--- src/rtl/exp6mod47_ctrl_pkg.sv ---
// Shared constants and FSM encoding for the mod-47 exponentiation engine.
package exp6mod47_ctrl_pkg;

  localparam int OP_W = 6;
  localparam logic [OP_W:1] MOD47 = 6'd47;

  typedef enum logic [1:0] {
    ST_IDLE = 2'd0,
    ST_SQ   = 2'd1,
    ST_MUL  = 2'd2,
    ST_DONE = 2'd3
  } state_t;

endpackage

--- src/rtl/exp6mod47_ctrl_if.sv ---
// Host-side request/response bundle for exp6mod47_ctrl, plus FSM state for observation.
interface exp6mod47_ctrl_if import exp6mod47_ctrl_pkg::*; #(parameter int EXP_W = 6) ();

  // start is a request sampled only while idle; done/err are single-cycle pulses,
  // busy is high from the accepting edge until the cycle after done.
  logic            start;
  logic [OP_W:1]   base;
  logic [EXP_W:1]  exp;
  logic            busy;
  logic            done;
  logic            err;
  logic [OP_W:1]   result;
  state_t          state;

  modport master (output start, base, exp, input busy, done, err, result, state);
  modport slave  (input start, base, exp, output busy, done, err, result, state);

endinterface

--- src/rtl/exp6mod47_ctrl_mul.sv ---
// Combinational 6-bit modular multiplier (mul6ABmod47): y = a*b mod 47.
module exp6mod47_ctrl_mul
  import exp6mod47_ctrl_pkg::*;
(
  input  logic [OP_W:1] a,
  input  logic [OP_W:1] b,
  output logic [OP_W:1] y
);

  logic [2*OP_W-1:0] prod;

  always_comb begin
    prod = {{OP_W{1'b0}}, a} * {{OP_W{1'b0}}, b};
    y    = OP_W'(prod % {{OP_W{1'b0}}, MOD47});
  end

endmodule

--- src/rtl/exp6mod47_ctrl.sv ---
// Left-to-right square-and-multiply engine computing base^exp mod 47,
// one modular product per cycle through a single shared multiplier.
module exp6mod47_ctrl
  import exp6mod47_ctrl_pkg::*;
#(
  parameter int EXP_W = 6
) (
  input logic               clk,
  input logic               rst,
  exp6mod47_ctrl_if.slave   bus
);

  localparam int CNT_W = $clog2(EXP_W + 1);

  state_t           state, state_n;
  logic [OP_W:1]    base_r, acc, result_r, mul_b, prod;
  logic [EXP_W:1]   exp_r;
  logic [CNT_W-1:0] cnt;
  logic             err_r, accept, last;

  exp6mod47_ctrl_mul u_mul (
    .a (acc),
    .b (mul_b),
    .y (prod)
  );

  always_comb begin
    state_n = ST_IDLE;
    mul_b   = acc;
    accept  = 1'b0;
    last    = (cnt == CNT_W'(1));
    case (state)
      ST_IDLE: begin
        accept  = bus.start && (bus.base < MOD47);
        state_n = accept ? ST_SQ : ST_IDLE;
      end
      ST_SQ: begin
        if (exp_r[cnt])  state_n = ST_MUL;
        else if (last)   state_n = ST_DONE;
        else             state_n = ST_SQ;
      end
      ST_MUL: begin
        mul_b   = base_r;
        state_n = last ? ST_DONE : ST_SQ;
      end
      default: state_n = ST_IDLE;
    endcase
  end

  // cnt only moves after the current exponent bit is fully consumed, so a set
  // bit costs one SQ and one MUL cycle while cnt is held.
  always_ff @(posedge clk) begin
    if (rst) begin
      state    <= ST_IDLE;
      base_r   <= '0;
      exp_r    <= '0;
      acc      <= '0;
      cnt      <= '0;
      result_r <= '0;
      err_r    <= 1'b0;
    end else begin
      state <= state_n;
      err_r <= (state == ST_IDLE) && bus.start && !(bus.base < MOD47);
      case (state)
        ST_IDLE: begin
          if (accept) begin
            base_r <= bus.base;
            exp_r  <= bus.exp;
            acc    <= OP_W'(1);
            cnt    <= CNT_W'(EXP_W);
          end
        end
        ST_SQ: begin
          acc <= prod;
          if (!exp_r[cnt]) begin
            if (last) result_r <= prod;
            else      cnt      <= cnt - CNT_W'(1);
          end
        end
        ST_MUL: begin
          acc <= prod;
          if (last) result_r <= prod;
          else      cnt      <= cnt - CNT_W'(1);
        end
        default: ;
      endcase
    end
  end

  assign bus.busy   = (state != ST_IDLE);
  assign bus.done   = (state == ST_DONE);
  assign bus.err    = err_r;
  assign bus.result = result_r;
  assign bus.state  = state;

endmodule
--- src/flat_wrapper.sv ---
// flat-port wrapper written by rule: the top's interface ports become plain ports
module exp6mod47_ctrl_flat import exp6mod47_ctrl_pkg::*;
#(
  parameter int EXP_W = 6
)
  (clk, rst, bus_start, bus_base, bus_exp, bus_busy, bus_done, bus_err, bus_result, bus_state);
  exp6mod47_ctrl_if #(.EXP_W(EXP_W)) bus_i ();
  input logic clk;
  input logic rst;
  input wire logic [$bits(bus_i.start)-1:0] bus_start;
  input wire logic [$bits(bus_i.base)-1:0] bus_base;
  input wire logic [$bits(bus_i.exp)-1:0] bus_exp;
  output wire logic [$bits(bus_i.busy)-1:0] bus_busy;
  output wire logic [$bits(bus_i.done)-1:0] bus_done;
  output wire logic [$bits(bus_i.err)-1:0] bus_err;
  output wire logic [$bits(bus_i.result)-1:0] bus_result;
  output wire logic [$bits(bus_i.state)-1:0] bus_state;
  assign bus_i.start = bus_start;
  assign bus_i.base = bus_base;
  assign bus_i.exp = bus_exp;
  assign bus_busy = bus_i.busy;
  assign bus_done = bus_i.done;
  assign bus_err = bus_i.err;
  assign bus_result = bus_i.result;
  assign bus_state = bus_i.state;
  exp6mod47_ctrl #(.EXP_W(EXP_W)) u_core (.clk(clk), .rst(rst), .bus(bus_i));
endmodule
--- config.mk ---
export PLATFORM = sky130hd
export DESIGN_NAME = exp6mod47_ctrl_flat
export DESIGN_NICKNAME = d
export VERILOG_FILES = /design/src/rtl/exp6mod47_ctrl_pkg.sv /design/src/rtl/exp6mod47_ctrl_if.sv /design/src/rtl/exp6mod47_ctrl_mul.sv /design/src/rtl/exp6mod47_ctrl.sv /design/src/flat_wrapper.sv
export SDC_FILE = /design/constraint.sdc
export NUM_CORES = 1
export LEC_CHECK = 0
export BUFFER_PORTS_ARGS = -buffer_cell sky130_fd_sc_hd__buf_2
export CORE_MARGIN = 2
export CORE_UTILIZATION = 29
export DETAILED_ROUTE_END_ITERATION = 8
export GPL_TIMING_DRIVEN = 0
export PLACE_DENSITY = 0.5
export RECOVER_POWER = 100
export SYNTH_ARGS = -nofsm -noshare
export SYNTH_HDL_FRONTEND = slang
export SYNTH_SLANG_ARGS = --single-unit
export TNS_END_PERCENT = 10
--- constraint.sdc ---
create_clock -name clk -period 12.3 [get_ports clk]
set_input_delay 1.23 -clock clk [delete_from_list [all_inputs] [get_ports clk]]
set_output_delay 1.23 -clock clk [all_outputs]
set_load 0.05 [all_outputs]
# Word level (Yosys, flattened, before mapping)
# Index checks and enable logic that the tools add are counted.
[word_totals] ff_bits=30 input_bits=15 output_inout_bits=11 elab_cells=49
[op_classes] add_sub_neg=1 n_mul=1 n_div=1 n_lt_le_gt_ge=2 eq_ne=6 muxes=17 n_reduce_logical=14
[op_table] cell="$mux 6" n=4
[op_table] cell="$pmux 6 s2" n=2
[op_table] cell="$mod 12x6->12 const B" n=1
[op_table] cell="$mul 6x6->12" n=1
[op_table] cell="$mux 3" n=3
[op_table] cell="$pmux 3 s3" n=1
[op_table] cell="$lt 6x6->1 const B" n=1
[op_table] cell="$pmux 2 s3" n=1
[op_table] cell="$reduce_and 2->1" n=3
[op_table] cell="$reduce_bool 2->1" n=3
[op_table] cell="$eq 2x2->1 const B" n=2
[op_table] cell="$lt 3x4->1 const B" n=1
[op_table] cell="$mux 2" n=2
[op_table] cell="$bmux 1 s3" n=1
[op_table] cell="$eq 3x1->1 const B" n=1
[op_table] cell="$logic_and 1x1->1" n=3
[op_table] cell="$mux 1" n=3
[op_table] cell="$reduce_and 3->1" n=1
[op_table] cell="$reduce_bool 3->1" n=1
[op_table] cell="$sub 3x1->3 const B" n=1
[op_table] cell="$eq 2x1->1 const B" n=1
[op_table] cell="$logic_not 2->1" n=1
[op_table] cell="$ne 2x1->1 const B" n=1
[op_table] cell="$ne 2x2->1 const B" n=1
[op_table] cell="other kinds (2)" n=2

# Logic depth before layout (Yosys ltp)
# Gate-level depths: netlist (run 1).
[depth] depth_word=7 mapped_depth=44 depth_no_buf=39

# Modules after synthesis
# A second synthesis (run 1) with hierarchy kept.
[unflattened] cells_unflattened=538 hier_area_um2=4295.4
[modules_own_cells] mod="exp6mod47_ctrl_mul" instances=1 cells_each=387 area_per_inst_um2=2869.0 seq_area_each_um2=0.0
[modules_own_cells] mod="exp6mod47_ctrl" instances=1 cells_each=151 area_per_inst_um2=1426.4 seq_area_each_um2=600.6

# Worst setup path after synthesis (run 1)
# Ideal clock, no wire load.
[synth_path] path_type="flip-flop to flip-flop" from="register u_core.state[1], in the netlist u_core.bus.state[1]" to="register u_core.acc[2] (netlist bit)" setup_time_ps=71 t_arrival_ps=10068 required_time_ps=12229 slack_ps=2161 stages_incl_launch_ff=42 path_buffers=4 period_less_slack_ps=10139 cell_sequence="dfxtp_1 -> ha_1 -> clkbuf_1 -> mux2_2 -> and2_1 -> fa_1 -> fa_1 -> inv_1 -> fa_1 -> inv_1 -> ha_1 -> or2_1 -> a41o_4 -> o2111a_1 -> or2_1 -> buf_2 -> or4_1 -> and3_1 -> [6 not listed] -> o21ai_1 -> buf_2 -> o211ai_1 -> o21ai_2 -> ha_1 -> nand2_1 -> or3_1 -> mux2_2 -> o21ai_2 -> a31o_4 -> a21oi_2 -> xnor2_1 -> ha_1 -> nand3_1 -> mux2_4 -> a21oi_2 -> mux2_1 -> a21oi_1"
[synth_between] elab_chain_cells=5 elab_cells_between_ends=12 cone_classes="mul: 1; div: 1; eq/ne: 3; mux: 3; reduce/logical: 4"
[synth_lines] element="start: declaration" line="exp6mod47_ctrl.sv:15" text="state_t state, state_n;"
[synth_lines] element="start signal: assignment" line="exp6mod47_ctrl.sv:62" text="state <= state_n;"
[synth_lines] element="$eq 2x2->1" line="exp6mod47_ctrl.sv:32, exp6mod47_ctrl.sv:64"
[synth_lines] element="$mux 6" line="exp6mod47_ctrl.sv:32" text="case (state)"
[synth_lines] element="$mul 6x6->12" line="exp6mod47_ctrl_mul.sv:13" text="prod = {{OP_W{1'b0}}, a} * {{OP_W{1'b0}}, b};"
[synth_lines] element="$mod 12x6->12" line="exp6mod47_ctrl_mul.sv:14" text="y = OP_W'(prod % {{OP_W{1'b0}}, MOD47});"
[synth_lines] element="$pmux 6 s2" line="exp6mod47_ctrl.sv:64" text="case (state)"
[synth_lines] element="end signal: assignment" line="exp6mod47_ctrl.sv:74" text="acc <= prod;"
[synth_lines] element="end signal: assignment" line="exp6mod47_ctrl.sv:81" text="acc <= prod;"
[synth_lines] element="end: declaration" line="exp6mod47_ctrl.sv:16" text="logic [OP_W:1] base_r, acc, result_r, mul_b, prod;"
# Parallel ways exist; a longest one is shown, timed or not.
# A chain may end at the register's enable or synchronous reset.

# Worst setup path after layout (run 1)
[layout_path] from="register u_core.state[0], in the netlist u_core.bus.state[0]" to="register u_core.result_r (netlist bit u_core.bus.result[6])"
[layout_between] elab_chain_cells=7 elab_cells_between_ends=11 cone_classes="mul: 1; div: 1; eq/ne: 3; mux: 4; reduce/logical: 2"
[layout_lines] element="$eq 2x2->1" line="exp6mod47_ctrl.sv:32, exp6mod47_ctrl.sv:64"
[layout_lines] element="$mux 6" line="exp6mod47_ctrl.sv:32"
[layout_lines] element="$mul 6x6->12" line="exp6mod47_ctrl_mul.sv:13"
[layout_lines] element="$mod 12x6->12" line="exp6mod47_ctrl_mul.sv:14"
[layout_lines] element="$mux 6" line="exp6mod47_ctrl.sv:76, exp6mod47_ctrl.sv:82"
[layout_lines] element="$mux 6" line="exp6mod47_ctrl.sv:75" text="if (!exp_r[cnt]) begin"
[layout_lines] element="$pmux 6 s2" line="exp6mod47_ctrl.sv:64"
[layout_lines] element="end signal: assignment" line="exp6mod47_ctrl.sv:76" text="if (last) result_r <= prod;"
[layout_lines] element="end signal: assignment" line="exp6mod47_ctrl.sv:82" text="if (last) result_r <= prod;"
[layout_lines] element="end: declaration" line="exp6mod47_ctrl.sv:16"
# Parallel ways exist; a longest one is shown, timed or not. The select of a mux whose other input is x is not followed.

==> results of run 1 <==
## per-stage QoR
stage          hold WS, ns  setup slack [ns]
3_3_place_gp         0.471             0.956
4_1_cts              0.485             0.888
5_1_grt              0.523            0.0333
3_5_place_dp         0.468             0.943
2_1_floorplan        0.452              2.16
6_report             0.484             0.783
## state kept, by name, indices dropped and copies added, names as in the netlist
signal	count
u_core.acc	6
u_core.base_r	6
u_core.bus.err	1
u_core.bus.result	6
u_core.bus.state	2
u_core.cnt	3
u_core.exp_r	6
## how the worst min path moves through the flow
stage / from / endpoint / slack, ns / cells past startpoint
floorplan: u_core.base_r[5]$_SDFFE_PP0P_ / u_core.base_r[5]$_SDFFE_PP0P_ / 0.45 / 2
global placement: u_core.base_r[5]$_SDFFE_PP0P_ / u_core.base_r[5]$_SDFFE_PP0P_ / 0.47 / 2
detailed placement: u_core.bus.result[1]$_SDFFE_PP0P_ / u_core.bus.result[1]$_SDFFE_PP0P_ / 0.47 / 2
CTS: u_core.bus.result[1]$_SDFFE_PP0P_ / u_core.bus.result[1]$_SDFFE_PP0P_ / 0.48 / 2
global route: u_core.base_r[5]$_SDFFE_PP0P_ / u_core.base_r[5]$_SDFFE_PP0P_ / 0.52 / 2
finish: u_core.bus.result[1]$_SDFFE_PP0P_ / u_core.bus.result[1]$_SDFFE_PP0P_ / 0.48 / 2
## worst min-delay path, cell delays in order, from the launching register on
cell and delay (ns):
dfxtp_1 0.30, nand2b_1 0.06, o22ai_1 0.07
## report_power, final
| part | switching (W) | internal [W] | total (W) |
|---|---|---|---|
| registers | 0.00000482 | 0.000103 | 0.000107 |
| clock network | 0.0000420 | 0.0000945 | 0.000137 |
| logic | 0.0000225 | 0.0000132 | 0.0000357 |
## cell type report
type | instances | share of cell area
inverters | 33 | 0.0250
repair buffers | 25 | 0.0220
flip-flops and latches | 30 | 0.121
clock buffers | 5 | 0.0253
clock inverters | 3 | 0.00809
plain buffers | 22 | 0.0192
well taps | 188 | 0.0475
multi-input cells | 479 | 0.731
## routing by layer
metal / part of all wire / global-route usage
met3: 0.033 / 0.0134
met1: 0.49 / 0.194
met4: 0.020 / 0.0284
met5: 0 / 0
met2: 0.45 / 0.242
## cell usage in the layout, fill, tap and decap left out, types with 4 or more instances in the layout
| cell | synthesis | layout |
|---|---|---|
| a211o_1 | 9 | 9 |
| a211oi_1 | 17 | 17 |
| a21o_1 | 10 | 10 |
| a21oi_1 | 32 | 32 |
| a311oi_1 | 5 | 5 |
| a32oi_1 | 4 | 4 |
| a41oi_1 | 5 | 5 |
| and2_1 | 24 | 24 |
| and3_1 | 6 | 6 |
| buf_2 | 7 | 19 |
| clkbuf_1 | 14 | 27 |
| clkbuf_16 | 0 | 5 |
| dfxtp_1 | 30 | 30 |
| fa_1 | 17 | 17 |
| ha_1 | 28 | 28 |
| inv_1 | 33 | 33 |
| mux2_2 | 10 | 10 |
| mux2i_1 | 17 | 17 |
| nand2_1 | 55 | 55 |
| nand2b_1 | 6 | 6 |
| nand3_1 | 13 | 13 |
| nand4_1 | 5 | 5 |
| nor2_1 | 45 | 45 |
| nor3_1 | 13 | 13 |
| nor4_1 | 5 | 5 |
| o21a_1 | 7 | 7 |
| o21ai_0 | 22 | 22 |
| o21ai_1 | 7 | 7 |
| o22ai_1 | 4 | 4 |
| o31ai_1 | 4 | 4 |
| or2_1 | 4 | 4 |
| or3_1 | 4 | 4 |
| xnor2_1 | 10 | 10 |
| xor2_1 | 8 | 8 |
## kinds of logic (layout without fill, tap and decap cells)
logic type               count (synthesis)  count (layout)  share of synthesized area
AO/OA/AOI/OAI                          177             177                      0.303
XOR/XNOR                                19              19                     0.0392
adder cells (fa/ha/maj)                 46              46                      0.158
buffers and inverters                   55              88                     0.0493
flip-flops                              30              30                      0.135
multiplexers                            30              30                     0.0747
AND/OR/NAND/NOR                        207             207                      0.240
==> flow_summary_export.csv, run 1 <==
group,metric,value,unit
outcome,status,"complete, no violations",
clocking,clkTransAtPathRegs,0.05,ns
drt,vias,4357,
power,finalPower,0.000280,W
logic_synthesis,synth_area_per_cell,7.87,sq um
clocking,hold_buffers,0,
worst_setup_path,crit_required,12.43,ns
place,gp_congestion,0.920,
clocking,clock_path_buffers,2,
clocking,post-cts-setup-buffer-count,0,
grt,grt.total_usage,0.141,
grt,antenna_found_initial,0,
power,p_leak,2.00,nW
clocking,cts_resized,0,
worst_setup_path,cpMostUsedCell,"ha_1",
worst_setup_path,r2r_end,"u_core.bus.result[6]$_SDFFE_PP0P_",
worst_setup_path,critPathArrivalTime,11.65,ns
clocking,root_buffer,"clkbuf_16",
worst_setup_path,critPathBufInv,6,
timing,setup_viol,0,
clocking,cts_buffers,5,
logic_synthesis,synth_top_cell_area_share,0.135,
worst_setup_path,worstSetupStartpoint,"u_core.bus.state[0]$_SDFF_PP0_",
power,powerDensity,56.5,nW/um^2
clocking,clkLatencyLatePin,0.27,ns
place,port_buffers,25,
worst_setup_path,crit_type,"reg2reg",
worst_setup_path,critPathTopFamily,"compound AO/OA/AOI/OAI gates",
drt,via_per_inst,5.55,
layout,drive_gt1_frac,0.119,
worst_setup_path,critPathMaxFanout,10,
logic_synthesis,seq_area_frac_synth,0.135,
logic_synthesis,synth_cell_types,85,
timing,worst_slew_pin_slew,0.806,ns
floorplanning,dieArea,16300,sq um
clocking,htreeDepth,2,
logic_synthesis,yosys-top-cells-count,"55 x nand2_1, 45 x nor2_1, 33 x inv_1, 32 x a21oi_1, 30 x dfxtp_1",
worst_setup_path,r2r_cells,40,
logic_synthesis,ys_warn_count,0,
timing,finalMaxSlewViolations,0,
logic_synthesis,yosysMostFrequentCell,"nand2_1",
drt,drtAntennaViolNets,0,
place,placed_cells,777,
timing,max-slew-margin-rel,0.456,
layout,post-route-util,0.328,
floorplanning,initial_utilization,0.294,
logic_synthesis,synth_area,4440,sq um
layout,antenna_cells,0,
layout,multi_input_area,3620,sq um
logic_synthesis,synth_edf_count,0,
place,hpwl,9140,um
layout,seqCellArea,601,sq um
logic_synthesis,yosysTopAreaCell,"dfxtp_1",
clocking,tritoncts,"yes",
worst_setup_path,r2r_slack,0.78,ns
drt,wl,11500,um
grt,grt_pass1_vias,4252,
timing,fin_crit_sh,0.936,
layout,fin_cells,785,
grt,gr-total-overflow,0,
worst_setup_path,worst-path-stages,40,
timing,final_hold_viol_count,0,
logic_synthesis,async_flop_share,0,
timing,rsz0062_at_grt,"no",
worst_setup_path,end_kind,"flip-flop",
layout,area_delta_synth_final,11.5,%
worst_hold_path,hold_class,"reg2reg",
layout,final_area,4950,sq um
logic_synthesis,ys_ff_latch,30,
floorplanning,io_pins,26,
timing,fmax,86.8,MHz
logic_synthesis,yosys-top-cells-area,"dfxtp_1 14%, ha_1 7.9%, fa_1 7.7%",
floorplanning,die_h,128,um
worst_setup_path,crit_end,"u_core.bus.result[6]$_SDFFE_PP0P_",
floorplanning,coreArea,15100,sq um
place,placed_area,4800,sq um
drt,drcViolationCount,0,
drt,first_pass_iters,5,
drt,wire_per_inst,14.7,um
timing,skew,0.00410,ns
power,ir_drop,0.0930,mV
timing,fin_tns_setup,0,ns
floorplanning,die_w,128,um
logic_synthesis,synthFlopType,"dfxtp_1",
worst_setup_path,slowest_delay,0.64,ns
floorplanning,num_rows,45,
flow_run,cap_violations,0,
timing,layout_min_cycle_time,11.52,ns
logic_synthesis,synthCells,564,
logic_synthesis,synthesis.nets,624,
clocking,cts_sinks,30,
grt,grt_max_degree,11,
drt,drt_iter0_drc,341,
worst_setup_path,worst_path_max_delay_cell,"a21oi_1",
worst_setup_path,crit_path_start_kind,"flip-flop",
layout,fill_cells,1634,
layout,nets,656,
worst_setup_path,reg2reg_from,"u_core.bus.state[0]$_SDFF_PP0_",
grt,grt_pass1_wl,19800,um
Note: power is estimated with default switching activity, not from simulation.
==> inputs of run 2 (changes only) <==
- ABC_AREA: unset -> 1
==> run 2 against run 1 <==
Power is 4.2% lower. Non-clock buffer count shrank 18. Synthesized area is 10% lower. Largest power group unchanged.
==> flow_summary_export.csv, run 2 <==
group,metric,value,unit
outcome,status,"complete, no violations",
logic_synthesis,synth_area,3990,sq um
logic_synthesis,ys_ff_latch,30,
worst_setup_path,critPathMaxFanout,9,
clocking,tritoncts,"yes",
logic_synthesis,yosysTopAreaCell,"dfxtp_1",
timing,fin_crit_sh,0.804,
floorplanning,coreArea,13300,sq um
floorplanning,io_pins,26,
logic_synthesis,synth_area_per_cell,6.35,sq um
place,placed_cells,829,
timing,skew,0.00446,ns
floorplanning,dieArea,14700,sq um
grt,grt.total_usage,0.127,
power,ir_drop,0.0467,mV
logic_synthesis,synth_edf_count,0,
worst_setup_path,crit_required,12.47,ns
drt,first_pass_iters,4,
timing,hold_slack,0.458,ns
drt,drcViolationCount,0,
drt,drt_iter0_drc,188,
logic_synthesis,seq_area_frac_synth,0.151,
layout,fin_cells,837,
layout,fill_cells,1490,
timing,rsz0062_at_grt,"no",
clocking,cts_buffers,5,
timing,setup_viol,0,
floorplanning,die_h,121,um
logic_synthesis,synth_top_cell_area_share,0.151,
place,gp_congestion,0.867,
logic_synthesis,synthCells,628,
layout,post-route-util,0.331,
layout,area_delta_synth_final,10.9,%
clocking,hold_buffers,0,
clocking,cts_sinks,30,
clocking,root_buffer,"clkbuf_16",
layout,layout_common_cells,"163 x nand2_1, 105 x inv_1, 68 x nor2_1",
flow_run,cap_violations,0,
timing,finalMaxSlewViolations,0,
clocking,clkLatencyLatePin,0.27,ns
drt,wire_per_inst,10.4,um
timing,fmax,101,MHz
power,powerDensity,60.6,nW/um^2
layout,nets,720,
logic_synthesis,synth_cell_types,37,
worst_setup_path,end_kind,"flip-flop",
place,hpwl,7440,um
worst_setup_path,critPathArrivalTime,10.06,ns
worst_setup_path,crit_type,"reg2reg",
drt,wl,8740,um
grt,grt_max_degree,11,
layout,antenna_cells,0,
timing,final_hold_viol_count,0,
layout,drive_gt1_frac,0.141,
logic_synthesis,synthFlopType,"dfxtp_1",
layout,final_common_cell,"nand2_1",
clocking,cts_resized,0,
logic_synthesis,yosys-top-cells-count,"160 x nand2_1, 105 x inv_1, 66 x nor2_1, 42 x nand3_1, 34 x nand2_2",
timing,max-slew-margin-rel,0.565,
clocking,post-cts-setup-buffer-count,0,
place,port_buffers,25,
clocking,clock_path_buffers,2,
floorplanning,num_rows,42,
logic_synthesis,synthesis.nets,688,
clocking,clkTransAtPathRegs,0.05,ns
power,finalPower,0.000268,W
worst_setup_path,cpMostUsedCell,"nand2_1",
drt,via_per_inst,4.50,
grt,antenna_found_initial,0,
logic_synthesis,ys_warn_count,0,
logic_synthesis,yosysMostFrequentCell,"nand2_1",
floorplanning,die_w,121,um
logic_synthesis,async_flop_share,0,
logic_synthesis,yosys-top-cells-area,"dfxtp_1 15%, nand2_1 15%, inv_1 9.9%",
power,p_leak,2.30,nW
grt,grt_pass1_wl,15900,um
grt,grt_pass1_vias,3692,
timing,fin_tns_setup,0,ns
grt,gr-total-overflow,0,
worst_setup_path,worst_path_max_delay_cell,"fa_1",
worst_setup_path,slowest_delay,0.55,ns
worst_hold_path,hold_class,"reg2reg",
drt,drtAntennaViolNets,0,
drt,vias,3767,
worst_setup_path,crit_path_start_kind,"flip-flop",
timing,layout_min_cycle_time,9.89,ns
clocking,htreeDepth,2,
timing,worst_slew_pin_slew,0.653,ns
floorplanning,initial_utilization,0.299,
## run 2: changes by cell type after synthesis, sizes merged, moves of 9 or more
cell and change:
a211o -9, a211oi -19, a21o -10, and2 -23
clkbuf -10, inv +78, mux2 -12, mux2i -17
nand2 +145, nand3 +39, nor2 +35, nor3 -14
xnor2 -9
## run 2: cells by family after synthesis
| group | count (synthesis) | synth area share |
|---|---|---|
| flip-flops | 30 | 0.151 |
| AND/OR/NAND/NOR | 347 | 0.427 |
| XOR/XNOR | 11 | 0.0242 |
| buffers and inverters | 116 | 0.109 |
| adder cells (fa/ha/maj) | 45 | 0.173 |
| AO/OA/AOI/OAI | 79 | 0.116 |
## run 2: through the flow
step	area, sq um	worst slack, ns
floorplan	3990	4.16
global placement	4330	3.56
detailed placement	4330	3.37
CTS	4480	3.30
global route	4420	1.23
finish	4420	2.41
## run 2: cell type report
class                           count  area [sq um]  area share
Buffer                              4          15.0     0.00340
Clock buffer                        7           143      0.0323
Clock inverter                      1          5.00     0.00113
Inverter                          112           420      0.0951
Multi-Input combinational cell    482          2910       0.658
Sequential cell                    30           601       0.136
Tap cell                          176           220      0.0498
Timing Repair Buffer               25           110      0.0249
## run 2: per-layer routing
layer	vias to the layer above	track usage	share of wire
met1	1683	0.177	0.51
met3	6	0.0136	0.032
li1	2030	-	-
met2	48	0.213	0.45
met4	0	0.0244	0.0077
met5	-	0	0
## run 2: power breakdown
| part | leakage [nW] | internal (W) | switching (W) |
|---|---|---|---|
| sequential | 0.246 | 0.000104 | 0.00000443 |
| clock | 0.0739 | 0.0000799 | 0.0000401 |
| combinational | 1.98 | 0.0000122 | 0.0000272 |
| total | 2.30 | 0.000196 | 0.0000717 |
## run 2: final timing paths
kind                                   from                                end  slack [ns]  cells after the start
max          u_core.bus.state[0]$_SDFF_PP0_  u_core.bus.result[6]$_SDFFE_PP0P_        2.41                     60
min            u_core.exp_r[5]$_SDFFE_PP0P_       u_core.exp_r[5]$_SDFFE_PP0P_        0.46                      2
max reg2reg  u_core.bus.state[0]$_SDFF_PP0_  u_core.bus.result[6]$_SDFFE_PP0P_        2.41                     60
min reg2reg    u_core.exp_r[5]$_SDFFE_PP0P_       u_core.exp_r[5]$_SDFFE_PP0P_        0.46                      2
## run 2: critical path, delay by kind of cell (launching register included)
family / cells / cell delay (ns)
buffers and inverters: 10 / 0.96
flip-flops: 1 / 0.39
AO/OA/AOI/OAI: 5 / 1.34
AND/OR/NAND/NOR: 38 / 4.49
adder cells (fa/ha/maj): 7 / 2.55
